===== config.mk =====
export PLATFORM = sky130hd
export DESIGN_NAME = bcd_display_sched
export DESIGN_NICKNAME = d
export VERILOG_FILES = /design/src/rtl/bcd_display_sched.sv
export SDC_FILE = /design/constraint.sdc
export NUM_CORES = 1
export LEC_CHECK = 0
export CAP_MARGIN = 20
export CORE_AREA = 2 2 84 86
export CTS_CLUSTER_SIZE = 30
export DETAILED_ROUTE_END_ITERATION = 16
export DIE_AREA = 0 0 86 88
export PLACE_DENSITY = 0.73
export REMOVE_ABC_BUFFERS = 1
export SKIP_LAST_GASP = 1
export SYNTH_ARGS = -nofsm -noshare
export SYNTH_HDL_FRONTEND = slang
export SYNTH_SLANG_ARGS = --single-unit

===== constraint.sdc =====
create_clock -name clk -period 2.2 [get_ports clk]
set_input_delay 0.33 -clock clk [delete_from_list [all_inputs] [get_ports clk]]
set_output_delay 0.33 -clock clk [all_outputs]
set_load 0.1 [all_outputs]

===== src/rtl/bcd_display_sched.sv =====
// Shares one free-running binary-to-BCD converter between score and timer requesters,
// latches the two-digit results and scans the four digits onto the seven-segment bus.
module bcd_display_sched #(
    parameter int CONV_WAIT = 14,
    parameter int SCAN_DIV  = 1000
) (
    input  logic        clk,
    input  logic        reset,
    input  logic [5:0]  score,
    input  logic        score_req,
    input  logic [5:0]  timer,
    input  logic        timer_req,
    input  logic [11:0] conv_bcd,
    output logic [5:0]  conv_bin,
    output logic [7:0]  score_bcd,
    output logic [7:0]  timer_bcd,
    output logic        score_ack,
    output logic        timer_ack,
    output logic        busy,
    output logic [3:0]  digit_an,
    output logic [3:0]  digit_val
);

    typedef enum logic [1:0] {IDLE, ISSUE, WAIT, STORE} state_t;

    state_t      state, state_n;
    logic        pend_s, pend_t;
    logic        last_grant;      // 1 = timer was granted last
    logic        pick_t;
    logic        any_pend;
    logic [5:0]  score_val, timer_val;
    logic [7:0]  wcnt;
    logic [15:0] scan_cnt;
    logic [1:0]  idx;
    logic        unused_hund;

    // Hundreds digit is always zero for 6-bit inputs.
    assign unused_hund = ^conv_bcd[11:8];

    assign any_pend = pend_s | pend_t;
    assign pick_t   = pend_t & (~pend_s | ~last_grant);

    always_comb begin
        state_n = state;
        case (state)
            IDLE:    if (any_pend) state_n = ISSUE;
            ISSUE:   state_n = WAIT;
            WAIT:    if (wcnt == 8'd0) state_n = STORE;
            STORE:   state_n = IDLE;
            default: state_n = IDLE;
        endcase
    end

    always_ff @(posedge clk or negedge reset) begin
        if (!reset) begin
            state      <= IDLE;
            pend_s     <= 1'b0;
            pend_t     <= 1'b0;
            last_grant <= 1'b1;
            score_val  <= 6'd0;
            timer_val  <= 6'd0;
            conv_bin   <= 6'd0;
            wcnt       <= 8'd0;
            score_bcd  <= 8'd0;
            timer_bcd  <= 8'd0;
        end else begin
            state <= state_n;
            // A fresh request re-arms the flag even in the cycle it is granted.
            pend_s <= score_req | (pend_s & ~(state == IDLE && !pick_t));
            pend_t <= timer_req | (pend_t & ~(state == IDLE && pick_t));
            if (score_req) score_val <= score;
            if (timer_req) timer_val <= timer;
            case (state)
                IDLE: if (any_pend) begin
                    last_grant <= pick_t;
                    conv_bin   <= pick_t ? timer_val : score_val;
                end
                ISSUE: wcnt <= 8'(CONV_WAIT - 1);
                WAIT:  if (wcnt != 8'd0) wcnt <= wcnt - 8'd1;
                STORE: begin
                    if (last_grant) timer_bcd <= conv_bcd[7:0];
                    else            score_bcd <= conv_bcd[7:0];
                end
                default: ;
            endcase
        end
    end

    assign busy      = (state != IDLE);
    assign score_ack = (state == STORE) & ~last_grant;
    assign timer_ack = (state == STORE) &  last_grant;

    always_ff @(posedge clk or negedge reset) begin
        if (!reset) begin
            scan_cnt <= 16'd0;
            idx      <= 2'd0;
        end else if (scan_cnt == 16'(SCAN_DIV - 1)) begin
            scan_cnt <= 16'd0;
            idx      <= idx + 2'd1;
        end else begin
            scan_cnt <= scan_cnt + 16'd1;
        end
    end

    always_comb begin
        digit_an  = 4'b1110;
        digit_val = score_bcd[3:0];
        case (idx)
            2'd1: begin digit_an = 4'b1101; digit_val = score_bcd[7:4]; end
            2'd2: begin digit_an = 4'b1011; digit_val = timer_bcd[3:0]; end
            2'd3: begin digit_an = 4'b0111; digit_val = timer_bcd[7:4]; end
            default: ;
        endcase
    end

endmodule


==> results of run 1 <==
## power groups by stage
| stage | clock (W) | combinational, W | sequential, W |
|---|---|---|---|
| 2_1_floorplan | 0 | 0.000205 | 0.00188 |
| 3_3_place_gp | 0 | 0.000990 | 0.00138 |
| 3_5_place_dp | 0 | 0.000999 | 0.00138 |
| 4_1_cts | 0.000930 | 0.00100 | 0.00136 |
| 5_1_grt | 0.000999 | 0.00104 | 0.00137 |
| 6_report | 0.000900 | 0.00100 | 0.00136 |
## layout make-up
class / count / area [um2] / share of cell area
Timing Repair Buffer: 68 / 703.2 / 0.1780
Sequential cell: 65 / 1628 / 0.4120
Tap cell: 80 / 100.1 / 0.02533
Clock buffer: 10 / 137.6 / 0.03483
Clock inverter: 6 / 42.54 / 0.01077
Inverter: 15 / 60.06 / 0.01520
Multi-Input combinational cell: 170 / 1280 / 0.3239
## layer usage
metal,global-route usage,routed length [um],up-vias
li1,-,-,1055
met1,0.2153,2548,1057
met2,0.2763,2632,73
met3,0.03582,334,14
met4,0.06926,108,0
met5,0,0,-
## critical path, delay by kind of cell, from the launching register on
kind                     cells  cell delay (ns)
flip-flops                   1             0.41
buffers and inverters        1             0.19
adder cells (fa/ha/maj)      1             0.29
AO/OA/AOI/OAI                2             0.64
## registers in the layout, indices dropped and copies added, names as in the netlist
| register | count |
|---|---|
| conv_bin | 6 |
| idx | 2 |
| last_grant | 1 |
| pend_s | 1 |
| pend_t | 1 |
| scan_cnt | 16 |
| score_bcd | 8 |
| score_val | 6 |
| state | 2 |
| timer_bcd | 8 |
| timer_val | 6 |
| wcnt | 8 |
## cells by family after synthesis
group	synth area share
buffers and inverters	0.02827
multiplexers	0.1338
XOR/XNOR	0.03840
AND/OR/NAND/NOR	0.1249
adder cells (fa/ha/maj)	0.04641
flip-flops	0.5489
AO/OA/AOI/OAI	0.07933
## placed cells by master (no fill, tap or decap), types with 12 or more instances in the layout
cell / instances
o21ai_1: 13
inv_1: 14
clkdlybuf4s50_1: 22
nand3_1: 12
dfrtp_1: 64
mux2_1: 17
mux2_2: 12
buf_4: 33
nor2_1: 14
nand2_1: 17
## final timing paths
| path | from | end | slack [ns] | depth (start not counted) |
|---|---|---|---|---|
| worst max register to register | state[0] | wcnt[7] | 0.12 | 6 |
| worst min-delay path | scan_cnt[15] | scan_cnt[15] | 0.47 | 1 |
| min in group asynchronous | reset | timer_bcd[3] | 0.52 | 3 |
| worst min register to register | scan_cnt[15] | scan_cnt[15] | 0.47 | 1 |
| max in group asynchronous | reset | last_grant | 1.24 | 3 |
| worst max-delay path | idx[0] | digit_val[3] | 0.01 | 4 |
## metrics by stage
stage / setup WS, ns / util / cell area (um2) / instances / hold slack, ns
global route: -0.09673 / 0.5947 / 3951 / 414 / 0.5158
finish: 0.01210 / 0.5947 / 3951 / 414 / 0.4683
global placement: 0.1056 / 0.5605 / 3724 / 396 / 0.3490
floorplan: -1.269 / - / 2938 / 250 / 0.03441
CTS: 0.01197 / 0.5895 / 3916 / 413 / 0.4724
detailed placement: 0.07592 / 0.5605 / 3724 / 396 / 0.3473
## what timing repair did
action | 4_1_cts | 5_1_grt
gates resized for setup | 1 | 8
hold buffers | 1 | 0
setup buffers | 0 | 1
pin swaps | 0 | 3
endpoints found under the setup margin | 1 | 5
hold endpoints to repair | 25 | 0
==> impl_metrics.env, run 1 <==
export IMPL_cts_sinks=65
export IMPL_p_sw_w=0.001275
export IMPL_grt_max_degree=41
export IMPL_grt_use_total=0.1674
export IMPL_holdCritPathClass="reg2reg"
export IMPL_slew_headroom=0.6206
export IMPL_vias=2199
export IMPL_fin_skew_ns=0.01059
export IMPL_setup_viol=0
export IMPL_tritoncts="yes"
export IMPL_period_needed_ns=2.188
export IMPL_synth_avg_cell_area_um2=11.54
export IMPL_ys_top_cells_by_count="dfrtp_1, mux2_1, nand2_1"
export IMPL_overflow=0
export IMPL_rows=30
export IMPL_clkPwrFrac=0.276
export IMPL_yosysSeqAreaShare=0.5489
export IMPL_clk_latency_ns=0.33
export IMPL_ys_warn_count=0
export IMPL_worst_pin_slew_ns=0.5665
export IMPL_status="completed"
export IMPL_layout_drive_gt1_share=0.2515
export IMPL_gp_congestion=0.7893
export IMPL_antenna_found_initial=0
export IMPL_setup_tns_ns=0
export IMPL_clock_root_buffer="clkbuf_8"
export IMPL_die_w_um=86
export IMPL_critPathSlowestCell="a222oi_1"
export IMPL_path_class="reg2out"
export IMPL_finalHoldViolCount=0
export IMPL_htreeDepth=3
export IMPL_pin_count=61
export IMPL_core_um2=6644
export IMPL_syn_inst=257
export IMPL_drc=0
export IMPL_drt_iter0_markers=52
export IMPL_numCtsBuffers=9
export IMPL_synth_top_area_frac=0.5401
export IMPL_cts_max_path_buffers=2
export IMPL_initial_core_util=0.4463
export IMPL_cap_viol_max_count=0
export IMPL_totalWireLength_um=5623
export IMPL_end_kind="output port"
export IMPL_timing_final_crit_share=0.9945
export IMPL_hpwl_um=4110
export IMPL_leakagePower_nw=1.797
export IMPL_ys_async_sr_fraction=1.000
export IMPL_detail_route_wl_per_cell_um=13.58
export IMPL_power_frac_comb=0.307
export IMPL_num_antenna_cells=0
export IMPL_rsz0062_at_grt="yes"
export IMPL_yosysMostFrequentCell="dfrtp_1"
export IMPL_synth_area_leaders="dfrtp_1, mux2_1, ha_1"
export IMPL_synth_edf_count=0
export IMPL_worstPathRequired_ns=1.87
export IMPL_portBuffers=56
export IMPL_grt_pass1_vias=2236
export IMPL_max_freq_mhz=457.1
export IMPL_synth_largest_area_cell="dfrtp_1"
export IMPL_totalPowerFinal_w=0.003257
export IMPL_ys_flop_type="dfrtp_1"
export IMPL_ys_types=42
export IMPL_path_cells="ha_1 > a222oi_1 > a21oi_2 > buf_12"
export IMPL_worstSetupStartpointType="flop"
export IMPL_arrival_ns=1.86
export IMPL_swShare=0.3915
export IMPL_syn2layout_area_growth_pct=33.25
export IMPL_netlist_area_um2=2965
export IMPL_nets=368
export IMPL_avgViaCountPerCell=5.312
export IMPL_ys_seq_elements=65
export IMPL_critPathMaxFanout=5
export IMPL_seqPwrFrac=0.416
export IMPL_grt_pass1_wl_um=10010
export IMPL_drv_slew=0
export IMPL_p_per_area_nw_per_um2=824.2
export IMPL_vdd_ir_drop_max_uv=414.5
export IMPL_cp_slowest_stage_delay_ns=0.49
export IMPL_dieArea_um2=7568
export IMPL_p_int_w=0.001982
export IMPL_die_h_um=88
export IMPL_clkTransAtPathRegs_ns=0.07
export IMPL_first_pass_iters=4
export IMPL_nFillCells=546
export IMPL_antenna_left=0
No activity file was read; power rests on OpenSTA's default activity.
==> inputs of run 2 (changes only) <==
Settings changed: CORE_AREA 2 2 84 86 to 2 2 82 84, CTS_BUF_LIST set to sky130_fd_sc_hd__clkbuf_4 sky130_fd_sc_hd__clkbuf_8, DIE_AREA 0 0 86 88 to 0 0 84 86, HOLD_SLACK_MARGIN set to 0.03, PLACE_DENSITY 0.73 to 0.76.
==> impl_metrics.env, run 2 (synthesis gave the netlist of run 1 again) <==
export IMPL_place_ws_ns=0.1034
export IMPL_holdPathStages=1
export IMPL_detail_route_wl_per_cell_um=14.52
export IMPL_slew_headroom=0.5842
export IMPL_multi_input_area_um2=1292
export IMPL_vdd_ir_drop_max_uv=820.4
export IMPL_antenna_found_initial=0
export IMPL_top_register="scan_cnt"
export IMPL_antenna_left=0
export IMPL_gp_congestion=0.8433
export IMPL_vias=2193
export IMPL_rsz0062_at_grt="yes"
export IMPL_mostFrequentLayoutCells="dfrtp_1, buf_4, clkdlybuf4s50_1"
export IMPL_nets=367
export IMPL_hpwl_um=4105
export IMPL_totalPowerFinal_w=0.003617
export IMPL_grt_pass1_vias=2149
export IMPL_layout_drive_gt1_share=0.2553
export IMPL_grt_max_degree=66
export IMPL_cap_viol_max_count=0
export IMPL_portBuffers=56
export IMPL_fin_skew_ns=0.004491
export IMPL_hp_start="scan_cnt[15]"
export IMPL_worst_pin_slew_ns=0.6172
export IMPL_min_to="scan_cnt[15]"
export IMPL_p_sw_w=0.001311
export IMPL_status="completed"
export IMPL_clkTransAtPathRegs_ns=0.07
export IMPL_p_per_area_nw_per_um2=896.6
export IMPL_power_frac_comb=0.277
export IMPL_period_needed_ns=2.130
export IMPL_seqPwrFrac=0.375
export IMPL_r2r_cells=6
export IMPL_clk_latency_ns=0.34
export IMPL_critPathMaxFanout=3
export IMPL_avgViaCountPerCell=5.349
export IMPL_clkPwrFrac=0.348
export IMPL_setup_tns_ns=0
export IMPL_die_w_um=84
export IMPL_r2r_start="state[0]"
export IMPL_overflow=0
export IMPL_pin_count=61
export IMPL_numCtsBuffers=9
export IMPL_max_freq_mhz=469.4
export IMPL_worstPathRequired_ns=2.43
export IMPL_clock_root_buffer="clkbuf_8"
export IMPL_r2r_slack_ns=0.07
export IMPL_setup_viol=0
export IMPL_cts_max_path_buffers=2
export IMPL_swShare=0.3624
export IMPL_rows=29
export IMPL_drv_slew=0
export IMPL_cpLargestDelayFamily="simple AND/OR/NAND/NOR gates"
export IMPL_final_cells=410
export IMPL_finalHoldViolCount=0
export IMPL_initial_core_util=0.4724
export IMPL_seq_area_um2=1628
export IMPL_leakagePower_nw=1.829
export IMPL_holdCritPathClass="reg2reg"
export IMPL_nFillCells=511
export IMPL_setup_ws_ns=0.06980
export IMPL_tritoncts="yes"
export IMPL_rr_endpoint="wcnt[7]"
export IMPL_drt_iter0_markers=82
export IMPL_path_cells="inv_1 > ha_1 > or4b_4 > a311o_1 > or4_4 > mux2i_1"
export IMPL_crit_buf_inv=1
export IMPL_dpl_cell_count=392
export IMPL_cp_slowest_stage_delay_ns=0.47
export IMPL_grt_use_total=0.1759
export IMPL_first_pass_iters=5
export IMPL_end_kind="flop"
export IMPL_grt_pass1_wl_um=10100
export IMPL_num_antenna_cells=0
export IMPL_largest_register_ffs=16
export IMPL_layout_commonest_cell="dfrtp_1"
export IMPL_totalWireLength_um=5952
export IMPL_critPathSlowestCell="or4b_4"
export IMPL_drc=0
export IMPL_cts_sinks=65
export IMPL_core_um2=6277
export IMPL_worstSetupStartpointType="flop"
export IMPL_p_int_w=0.002306
export IMPL_die_h_um=86
export IMPL_arrival_ns=2.36
export IMPL_syn2layout_area_growth_pct=36.03
export IMPL_whs_ns=0.4848
export IMPL_path_class="reg2reg"
export IMPL_timing_final_crit_share=0.9683
export IMPL_dieArea_um2=7224
export IMPL_htreeDepth=3
export IMPL_post_cts_buffers=0
[run 2: worst max-delay path by stage]
stage | start | end | slack, ns | cells past startpoint
detailed placement | state[0] | wcnt[7] | 0.10 | 6
finish | state[0] | wcnt[7] | 0.07 | 6
floorplan | idx[0] | digit_val[0] | -1.27 | 4
CTS | idx[0] | digit_val[0] | -0.0002 | 5
global placement | state[0] | wcnt[7] | 0.10 | 6
global route | state[0] | wcnt[7] | -0.02 | 6
[run 2: routing by layer]
metal  vias up  part of all wire  GRT usage
li1       1053                 -          -
met5         -                 0          0
met1      1080              0.45     0.2315
met3         6             0.045    0.06256
met2        54              0.49     0.2764
met4         0             0.012    0.05279
[run 2: worst reg2reg max path, cell delays in order, from the launching register on]
cell,delay [ns]
dfrtp_1,0.40
inv_1,0.08
ha_1,0.17
or4b_4,0.47
a311o_1,0.35
or4_4,0.42
mux2i_1,0.13
[run 2: power groups by stage]
stage | registers [W] | clock network [W] | logic, W
floorplan | 0.00188 | 0 | 0.000205
global placement | 0.00137 | 0 | 0.000993
detailed placement | 0.00138 | 0 | 0.00100
CTS | 0.00136 | 0.00129 | 0.00100
global route | 0.00137 | 0.00134 | 0.00104
finish | 0.00136 | 0.00126 | 0.00100
[run 2: cell type report]
cell class	count	share of cell area
clock buffer	9	0.03071
clock inverter	7	0.03102
inverter	15	0.01489
multi-input combinational	170	0.3204
sequential	65	0.4035
tap	77	0.02388
timing repair buffer	66	0.1737
timing repair inverter	1	0.001861
[run 2: per-stage QoR]
| stage | cell area [um2] | util |
|---|---|---|
| 2_1_floorplan | 2938 | - |
| 6_report | 4034 | 0.6426 |
| 3_5_place_dp | 3725 | 0.5934 |
| 3_3_place_gp | 3725 | 0.5934 |
| 5_1_grt | 4034 | 0.6426 |
| 4_1_cts | 3990 | 0.6356 |
[run 2: timing repair]
item | CTS | global route
pin swaps | 0 | 5
hold buffers | 1 | 0
hold endpoints to repair | 64 | 0
setup endpoints to repair | 2 | 5
gates resized for setup | 2 | 11
gates cloned | 0 | 1
